### config.mk
export PLATFORM = sky130hd
export DESIGN_NAME = regbus_arbiter_flat
export DESIGN_NICKNAME = d
export VERILOG_FILES = /design/src/rtl/regbus_arbiter_if.sv /design/src/rtl/regbus_arbiter.sv /design/src/flat_wrapper.sv
export SDC_FILE = /design/constraint.sdc
export NUM_CORES = 1
export LEC_CHECK = 0
export BUFFER_PORTS_ARGS = -buffer_cell sky130_fd_sc_hd__buf_2
export CELL_PAD_IN_SITES_DETAIL_PLACEMENT = 1
export CELL_PAD_IN_SITES_GLOBAL_PLACEMENT = 2
export CORE_MARGIN = 2
export CORE_UTILIZATION = 28
export CTS_BUF_LIST = sky130_fd_sc_hd__clkbuf_16
export CTS_CLUSTER_SIZE = 12
export DETAILED_ROUTE_END_ITERATION = 12
export PLACE_DENSITY = 0.93
export SLEW_MARGIN = 25
export SYNTH_ARGS = -nofsm -noshare
export SYNTH_HDL_FRONTEND = slang
export SYNTH_SLANG_ARGS = --single-unit
### constraint.sdc
create_clock -name clk -period 2.55 [get_ports clk]
set_clock_uncertainty 0.15 [all_clocks]
set_input_delay 0.1275 -clock clk [delete_from_list [all_inputs] [get_ports clk]]
set_output_delay 0.1275 -clock clk [all_outputs]
set_load 0.01 [all_outputs]
### src/rtl/regbus_arbiter_if.sv
`default_nettype none
// +----------------------------------------------------------------------+
// | Module  : regbus_arbiter_if                                          |
// | Brief   : Request/grant and write-bus bundle between the four        |
// |           requesters and the register-file write arbiter.            |
// | Revision: 1.0                                                        |
// +----------------------------------------------------------------------+
interface regbus_arbiter_if #(
    parameter int DATAWIDTH = 16
);
    logic [3:0]           req;
    logic [3:0]           last;
    logic [DATAWIDTH-1:0] din0;
    logic [DATAWIDTH-1:0] din1;
    logic [DATAWIDTH-1:0] din2;
    logic [DATAWIDTH-1:0] din3;
    logic [3:0]           gnt;
    logic [1:0]           cntrl;
    logic                 wr_en;
    logic [DATAWIDTH-1:0] dout;
    logic                 busy;

    // Requester side: drives requests and data, observes grants and writes.
    modport master (
        output req, last, din0, din1, din2, din3,
        input  gnt, cntrl, wr_en, dout, busy
    );

    // Arbiter side.
    modport slave (
        input  req, last, din0, din1, din2, din3,
        output gnt, cntrl, wr_en, dout, busy
    );
endinterface
`default_nettype wire

### src/rtl/regbus_arbiter.sv
`default_nettype none
// +----------------------------------------------------------------------+
// | Module  : regbus_arbiter                                             |
// | Brief   : Round-robin arbiter for the register-file write bus with   |
// |           capped bursts, registered grant/select and write strobe.   |
// | Revision: 1.0                                                        |
// +----------------------------------------------------------------------+
module regbus_arbiter #(
    parameter int DATAWIDTH = 16,
    parameter int MAXBURST  = 4
) (
    input  logic             clk,
    input  logic             reset,
    regbus_arbiter_if.slave  bus
);

    localparam logic [3:0] c_MAXBURST = 4'(MAXBURST);

    typedef enum logic [0:0] {
        S_IDLE  = 1'b0,
        S_GRANT = 1'b1
    } state_t;

    state_t               r_state;
    state_t               w_state_nxt;
    logic [3:0]           r_gnt;
    logic [3:0]           w_gnt_nxt;
    logic [1:0]           r_cntrl;
    logic [1:0]           w_cntrl_nxt;
    logic                 r_wr_en;
    logic                 w_wr_en_nxt;
    logic [DATAWIDTH-1:0] r_dout;
    logic [DATAWIDTH-1:0] w_dout_nxt;
    logic [3:0]           r_cnt;
    logic [3:0]           w_cnt_nxt;
    logic [1:0]           r_ptr;
    logic [1:0]           w_ptr_nxt;

    logic [1:0]           w_winner;
    logic                 w_any_req;
    logic                 w_beat;
    logic                 w_rearb;
    logic [3:0]           w_cnt_inc;
    logic [DATAWIDTH-1:0] w_din_sel;

    assign w_any_req = |bus.req;
    assign w_beat    = bus.req[r_cntrl];
    assign w_cnt_inc = r_cnt + 4'd1;

    // Select the data of the currently granted requester.
    always_comb begin
        w_din_sel = bus.din0;
        case (r_cntrl)
            2'd0:    w_din_sel = bus.din0;
            2'd1:    w_din_sel = bus.din1;
            2'd2:    w_din_sel = bus.din2;
            default: w_din_sel = bus.din3;
        endcase
    end

    // Round-robin search: first asserted req after the last-served index,
    // the last-served requester itself being the lowest priority.
    always_comb begin
        w_winner = r_ptr;
        for (int k = 4; k >= 1; k--) begin
            if (bus.req[r_ptr + 2'(k)]) begin
                w_winner = r_ptr + 2'(k);
            end
        end
    end

    // Next-state and next-output logic; a grant ends on last, burst cap or
    // dropped request, and re-arbitration happens in that same cycle.
    always_comb begin
        w_state_nxt = r_state;
        w_gnt_nxt   = r_gnt;
        w_cntrl_nxt = r_cntrl;
        w_wr_en_nxt = 1'b0;
        w_dout_nxt  = r_dout;
        w_cnt_nxt   = r_cnt;
        w_ptr_nxt   = r_ptr;
        w_rearb     = 1'b0;

        case (r_state)
            S_IDLE: begin
                w_rearb = 1'b1;
            end
            S_GRANT: begin
                if (w_beat) begin
                    w_wr_en_nxt = 1'b1;
                    w_dout_nxt  = w_din_sel;
                    w_cnt_nxt   = w_cnt_inc;
                    if (bus.last[r_cntrl] || (w_cnt_inc == c_MAXBURST)) begin
                        w_rearb = 1'b1;
                    end
                end else begin
                    w_rearb = 1'b1;
                end
            end
            default: begin
                w_rearb = 1'b1;
            end
        endcase

        if (w_rearb) begin
            if (w_any_req) begin
                w_state_nxt = S_GRANT;
                w_gnt_nxt   = 4'b0001 << w_winner;
                w_cntrl_nxt = w_winner;
                w_ptr_nxt   = w_winner;
                w_cnt_nxt   = 4'd0;
            end else begin
                // cntrl deliberately keeps its last value when idle.
                w_state_nxt = S_IDLE;
                w_gnt_nxt   = 4'b0000;
            end
        end
    end

    // State and output registers; reset drops any in-flight beat at once.
    always_ff @(posedge clk or posedge reset) begin
        if (reset) begin
            r_state <= S_IDLE;
            r_gnt   <= 4'b0000;
            r_cntrl <= 2'd0;
            r_wr_en <= 1'b0;
            r_dout  <= '0;
            r_cnt   <= 4'd0;
            r_ptr   <= 2'd3;
        end else begin
            r_state <= w_state_nxt;
            r_gnt   <= w_gnt_nxt;
            r_cntrl <= w_cntrl_nxt;
            r_wr_en <= w_wr_en_nxt;
            r_dout  <= w_dout_nxt;
            r_cnt   <= w_cnt_nxt;
            r_ptr   <= w_ptr_nxt;
        end
    end

    assign bus.gnt   = r_gnt;
    assign bus.cntrl = r_cntrl;
    assign bus.wr_en = r_wr_en;
    assign bus.dout  = r_dout;
    assign bus.busy  = (r_state == S_GRANT);

endmodule
`default_nettype wire

### src/flat_wrapper.sv
// flat-port wrapper written by rule: the top's interface ports become plain ports
module regbus_arbiter_flat 
#(
    parameter int DATAWIDTH = 16,
    parameter int MAXBURST  = 4
)
  (clk, reset, bus_req, bus_last, bus_din0, bus_din1, bus_din2, bus_din3, bus_gnt, bus_cntrl, bus_wr_en, bus_dout, bus_busy);
  regbus_arbiter_if #(.DATAWIDTH(DATAWIDTH)) bus_i ();
  input  logic clk;
  input  logic reset;
  input wire logic [$bits(bus_i.req)-1:0] bus_req;
  input wire logic [$bits(bus_i.last)-1:0] bus_last;
  input wire logic [$bits(bus_i.din0)-1:0] bus_din0;
  input wire logic [$bits(bus_i.din1)-1:0] bus_din1;
  input wire logic [$bits(bus_i.din2)-1:0] bus_din2;
  input wire logic [$bits(bus_i.din3)-1:0] bus_din3;
  output wire logic [$bits(bus_i.gnt)-1:0] bus_gnt;
  output wire logic [$bits(bus_i.cntrl)-1:0] bus_cntrl;
  output wire logic [$bits(bus_i.wr_en)-1:0] bus_wr_en;
  output wire logic [$bits(bus_i.dout)-1:0] bus_dout;
  output wire logic [$bits(bus_i.busy)-1:0] bus_busy;
  assign bus_i.req = bus_req;
  assign bus_i.last = bus_last;
  assign bus_i.din0 = bus_din0;
  assign bus_i.din1 = bus_din1;
  assign bus_i.din2 = bus_din2;
  assign bus_i.din3 = bus_din3;
  assign bus_gnt = bus_i.gnt;
  assign bus_cntrl = bus_i.cntrl;
  assign bus_wr_en = bus_i.wr_en;
  assign bus_dout = bus_i.dout;
  assign bus_busy = bus_i.busy;
  regbus_arbiter #(.DATAWIDTH(DATAWIDTH), .MAXBURST(MAXBURST)) u_core (.clk(clk), .reset(reset), .bus(bus_i));
endmodule
==> results of run 1 <==
report_power, final:
part	switching, mW	total (mW)	internal [mW]
logic	0.682	1.47	0.792
registers	0.139	0.845	0.706
clock network	0.187	0.538	0.351
what timing repair did:
item | in CTS | in global routing
resized for setup | 0 | 0
hold endpoints to repair | 28 | 0
hold buffers | 1 | 0
cell usage in the layout (no fill, tap or decap), drive strengths merged, types with 4 or more instances in the layout:
| cell type | n |
|---|---|
| o31ai | 4 |
| dfrtp | 28 |
| buf | 100 |
| a21oi | 4 |
| nand3 | 5 |
| nor2 | 5 |
| clkbuf | 5 |
| o21ai | 4 |
| inv | 5 |
| mux4 | 17 |
| mux2 | 18 |
| nand2 | 4 |
worst reg2reg max path, stage by stage, from the launching register on:
cell      delay (ps)
dfrtp_1          370
ha_1             180
nor3b_2          450
nor2_8            90
a21boi_4         310
mux2_4           330
layer usage:
layer	vias up	track usage, %	share of wire (%)
met5	-	0	0
met4	0	4.33	1.4
met3	7	5.51	9.7
met2	56	24.2	50
met1	719	15.7	39
li1	689	-	-
final cells by class:
type | instances | area (sq um) | area share (%)
inverter | 4 | 17.5 | 0.700
multi-input combinational | 83 | 980 | 39.2
clock inverter | 3 | 12.5 | 0.500
clock buffer | 5 | 125 | 5.00
tap | 77 | 96.3 | 3.85
timing repair buffer | 101 | 518 | 20.7
sequential | 30 | 753 | 30.1
registers in the layout, summed over array words and instances (netlist names):
register,flops
u_core.bus.busy,1
u_core.bus.wr_en,1
u_core.r_ptr,2
u_core.bus.gnt,4
u_core.bus.cntrl,2
u_core.r_cnt,4
u_core.bus.dout,16
cell families after synthesis:
group,Yosys count
xor+xnor,1
flops,30
fa+ha+maj,1
mux,37
buf+inv,10
simple gates,24
compound gates,20
worst paths after layout:
path	from	endpoint	depth (start not counted)
worst max-delay path	u_core.r_cnt[0]	u_core.bus.cntrl[0]	5
worst min-delay path	bus_req[1]	u_core.bus.busy	2
worst max register to register	u_core.r_cnt[0]	u_core.bus.cntrl[0]	5
worst min register to register	u_core.bus.dout[7]	u_core.bus.dout[7]	1
max in group asynchronous	reset	u_core.r_ptr[0]	4
min in group asynchronous	reset	u_core.bus.dout[10]	4
metrics by stage:
| step | hold WS [ps] | util (%) | setup slack, ps | instance area, sq um |
|---|---|---|---|---|
| 2_1_floorplan | 66.8 | - | 658 | 1810 |
| 3_3_place_gp | 71.4 | 37.5 | 586 | 2350 |
| 3_5_place_dp | 76.1 | 37.5 | 555 | 2350 |
| 4_1_cts | 25.8 | 39.9 | 542 | 2500 |
| 5_1_grt | 58.5 | 39.9 | 432 | 2500 |
| 6_report | 24.6 | 39.9 | 557 | 2500 |
==> impl_metrics.ini, run 1 <==
[detailed_routing]
drcViolationCount = 0
vias_per_cell = 4.85
vias = 1471
first_pass_iters = 4
wire_per_inst_um = 15.3
ant_nets = 0
drtIter0Drc = 36
routed_wl_um = 4640

[global_routing]
antenna_found_initial = 0
grt_pass1_wl_um = 7740
grt_max_degree = 31
grtUsageTotal_pct = 13.9
grt_pass1_vias = 1597
grt_overflow = 0

[setup_path]
start_kind = register
end_kind = register
critPathSlowestCell = nor3b_2
crit_fanout = 8
reg2reg_slack_ps = 560
crit_required_ps = 2550
cp_data_arrival_time_ps = 2000
crit_type = register to register
cpLargestDelayFamily = simple AND/OR/NAND/NOR gates
path_buf_inv = 0
worstPathCellList = ha_1 > nor3b_2 > nor2_8 > a21boi_4 > mux2_4
max_stage_delay_ps = 450

[cells_and_area]
syn_to_final_growth_pct = 38.5
num_antenna_cells = 0
final_cells = 303
fin_nets = 300
nFillCells = 722
layout-drive-gt1-share_pct = 63.7

[logic_synthesis]
synth-xor-area-share_pct = 0.485
synthTopCellsByArea = dfrtp_1 (39%), mux4_2 (12%), mux4_1 (10%)
syn_avg_cell_area_sq_um = 14.7
seq_area_frac_synth_pct = 41.7
synth_top_family_by_area = multiplexers
synth_cells = 123
ys_ff_latch = 30
yosysTopAreaCell = dfrtp_1
netlist_area_sq_um = 1810
yosysWarningCount = 0
synthMostInstantiatedCell = dfrtp_1
syn_nets = 198
synthAdderAreaFrac_pct = 0.693
async_flop_share_pct = 100
synth_top_area_share_pct = 38.8
synth_compound_area_share_pct = 9.14
synth_edf_count = 0
synth_common_cells = dfrtp_1 (28), mux2_2 (15), mux4_2 (10)
synth_mux_area_share_pct = 35.4
synth_cell_types = 36
synthFlopType = dfrtp_1
synth-simple-area-share_pct = 8.52

[clocking]
clockBufferDepth = 2
post-cts-setup-buffers = 0
clkLatencyLatePin_ps = 270
clkTransAtPathRegs_ps = 50
cts.sinks = 30
clockRootBuffer = clkbuf_16
tritoncts = done
h-tree-depth = 2
cts-buffers-inserted = 5

[die]
die-area_sq_um = 7110
rows = 29
die_w_um = 84.3
io-pin-count = 98
start_util_pct = 28.8
die_h_um = 84.3
core-area_sq_um = 6280

[placement]
gp_congestion = 0.753
io_buffers = 97
dp.cells = 294

[power]
ir_worst_vdd_v = 0.000439
pwr_density_cell_nw_per_um2 = 1140
leakagePower_nw = 1.19
power_mw = 2.86

[job]
drv_cap = 0

[timing]
fin_crit_ps = 1990
finalSetupViolCount = 0
rsz0062_at_grt = false
hold_viol = 0
fmax_mhz = 502
finalSetupTns_ps = 0
slew_headroom_pct = 66.4
drv_slew = 0
timing.final.crit_share_pct = 78.2
tightestPinTransition_ps = 502

[status]
status = finished, final reports clean

[hold_path]
hp-class = input pin to register
Power figures use the tool's default switching activity.
==> run 2: changes to the inputs <==
Clock period 2.55 ns to 1.95 ns, I/O delays scaled along.
==> run 2 against run 1 <==
Net effect:
- global-route usage is 0.61 points higher
- critical path depth is 1 lower
- die area stayed put
- cell area is 3.1% higher
- largest cell class unchanged
==> impl_metrics.ini, run 2 (synthesis results as in run 1) <==
[die]
rows = 29
start_util_pct = 28.8
die_w_um = 84.3
die_h_um = 84.3
io-pin-count = 98
core-area_sq_um = 6280
die-area_sq_um = 7110

[timing]
tightestPinTransition_ps = 398
drv_slew = 0
slew_headroom_pct = 73.5
finalSetupTns_ps = 0
fmax_mhz = 540
hold-worst-slack_ps = 106
rsz0062_at_grt = false
timing.final.crit_share_pct = 95.0
hold_viol = 0
fin_crit_ps = 1850
finalSetupViolCount = 0

[power]
p_int_mw = 2.51
power_mw = 3.88
leakagePower_nw = 1.23
pwr-share-seq_pct = 28.4
switching_share_pct = 35.2
pwr-share-clk_pct = 18.5
ir_worst_vdd_v = 0.000470
p_sw_mw = 1.37
pwr-share-comb_pct = 53.1
pwr_density_cell_nw_per_um2 = 1500

[detailed_routing]
vias_per_cell = 4.87
vias = 1520
drtIter0Drc = 42
first_pass_iters = 4
routed_wl_um = 4970
drcViolationCount = 0
wire_per_inst_um = 15.9
ant_nets = 0

[global_routing]
antenna_found_initial = 0
grt_pass1_wl_um = 8000
grt_overflow = 0
grtUsageTotal_pct = 14.5
grt_max_degree = 31
grt_pass1_vias = 1629

[clocking]
clockRootBuffer = clkbuf_16
clkTransAtPathRegs_ps = 50
cts.sinks = 30
cts-buffers-inserted = 5
clockBufferDepth = 2
tritoncts = done
clkLatencyLatePin_ps = 270
h-tree-depth = 2

[hold_path]
hp-start = bus_din3[14]
hp-class = input pin to register
min_to = u_core.bus.dout[14]
holdPathStages = 3

[cells_and_area]
regArea_sq_um = 754
fin_util_pct = 41.1
num_antenna_cells = 0
syn_to_final_growth_pct = 42.8
fin_nets = 309
nFillCells = 709
largest_reg_flops = 16
layout-drive-gt1-share_pct = 64.7
multi_input_area_sq_um = 980
layout_common_cells = buf_2 (97), dfrtp_1 (27), mux2_2 (15), mux4_2 (10), buf_4 (9)
final_common_cell = buf_2

[placement]
io_buffers = 97
gp_congestion = 0.771
hpwl_um = 3980

[setup_path]
end_kind = register
start_kind = register
critPathSlowestCell = mux4_2
r2r-end = u_core.bus.cntrl[0]
max_stage_delay_ps = 610
crit_fanout = 6
worstPathCellList = mux4_2 > nor2_8 > a21boi_4 > mux2_4
crit_type = register to register
timing.rr.start = u_core.bus.cntrl[0]
cp_data_arrival_time_ps = 1860
crit_required_ps = 1960
worstRegToRegCells = 4
reg2reg_slack_ps = 100

[job]
drv_cap = 0

[status]
status = finished, final reports clean
==> run 2: changes by cell type in the layout (fill, tap and decap cells not counted), sizes merged <==
cell	previous run	this run
buf	100	107
dlygate4sd3	1	3
==> run 2: worst max-delay path, delay by kind of cell, from the launching register on <==
| kind | cells | cell delay [ps] |
|---|---|---|
| muxes | 2 | 920 |
| DFF | 1 | 440 |
| and+or+nand+nor | 1 | 140 |
| AOI/OAI and AO/OA | 1 | 90 |
==> run 2: timing repair <==
action                                  in CTS  in global routing
endpoints found under the setup margin       5                  5
endpoints found under the hold margin       29                  0
hold buffers                                 3                  0
gates resized for setup                      1                  1
pin swaps                                    0                  0
buffers inserted                             0                  0
==> run 2: worst max-delay path by stage <==
stage	startpoint	to	slack, ps
6_report	u_core.bus.cntrl[0]	u_core.bus.cntrl[0]	100
5_1_grt	u_core.bus.cntrl[0]	u_core.bus.cntrl[0]	20
4_1_cts	u_core.bus.cntrl[0]	u_core.bus.cntrl[0]	4
3_5_place_dp	u_core.bus.cntrl[0]	u_core.bus.dout[13]	-30
3_3_place_gp	u_core.bus.cntrl[0]	u_core.bus.dout[11]	60
2_1_floorplan	u_core.bus.cntrl[0]	u_core.bus.cntrl[0]	60
==> run 2: metrics by stage <==
| stage | setup WS [ps] | instance area, sq um | instances |
|---|---|---|---|
| final | 97.3 | 2580 | 312 |
| after global routing | 16.7 | 2580 | 312 |
| after CTS | 3.92 | 2580 | 312 |
| after detailed placement | -25.8 | 2410 | 301 |
| after global placement | 56.8 | 2410 | 301 |
| after floorplan | 57.6 | 1810 | 123 |
==> run 2: power groups by stage <==
stage          Combinational, mW  Clock, mW  Sequential (mW)
2_1_floorplan               1.40          0             1.19
3_3_place_gp                2.02          0             1.09
3_5_place_dp                2.10          0             1.11
4_1_cts                     2.11      0.742             1.11
5_1_grt                     2.24      0.763             1.15
6_report                    2.06      0.717             1.10
==> run 2: layout make-up <==
class | instances | area share [%]
sequential | 30 | 29.2
multi-input combinational | 83 | 38.0
timing repair buffer | 110 | 23.0
clock buffer | 5 | 4.85
inverter | 4 | 0.679
tap | 77 | 3.73
clock inverter | 3 | 0.485
==> run 2: metal layers <==
layer	share of wire (%)	vias up	GRT usage, %
met4	1.3	0	4.33
met1	40	751	16.6
met3	8.5	5	5.31
met5	0	-	0
met2	50	57	25.5
li1	-	707	-
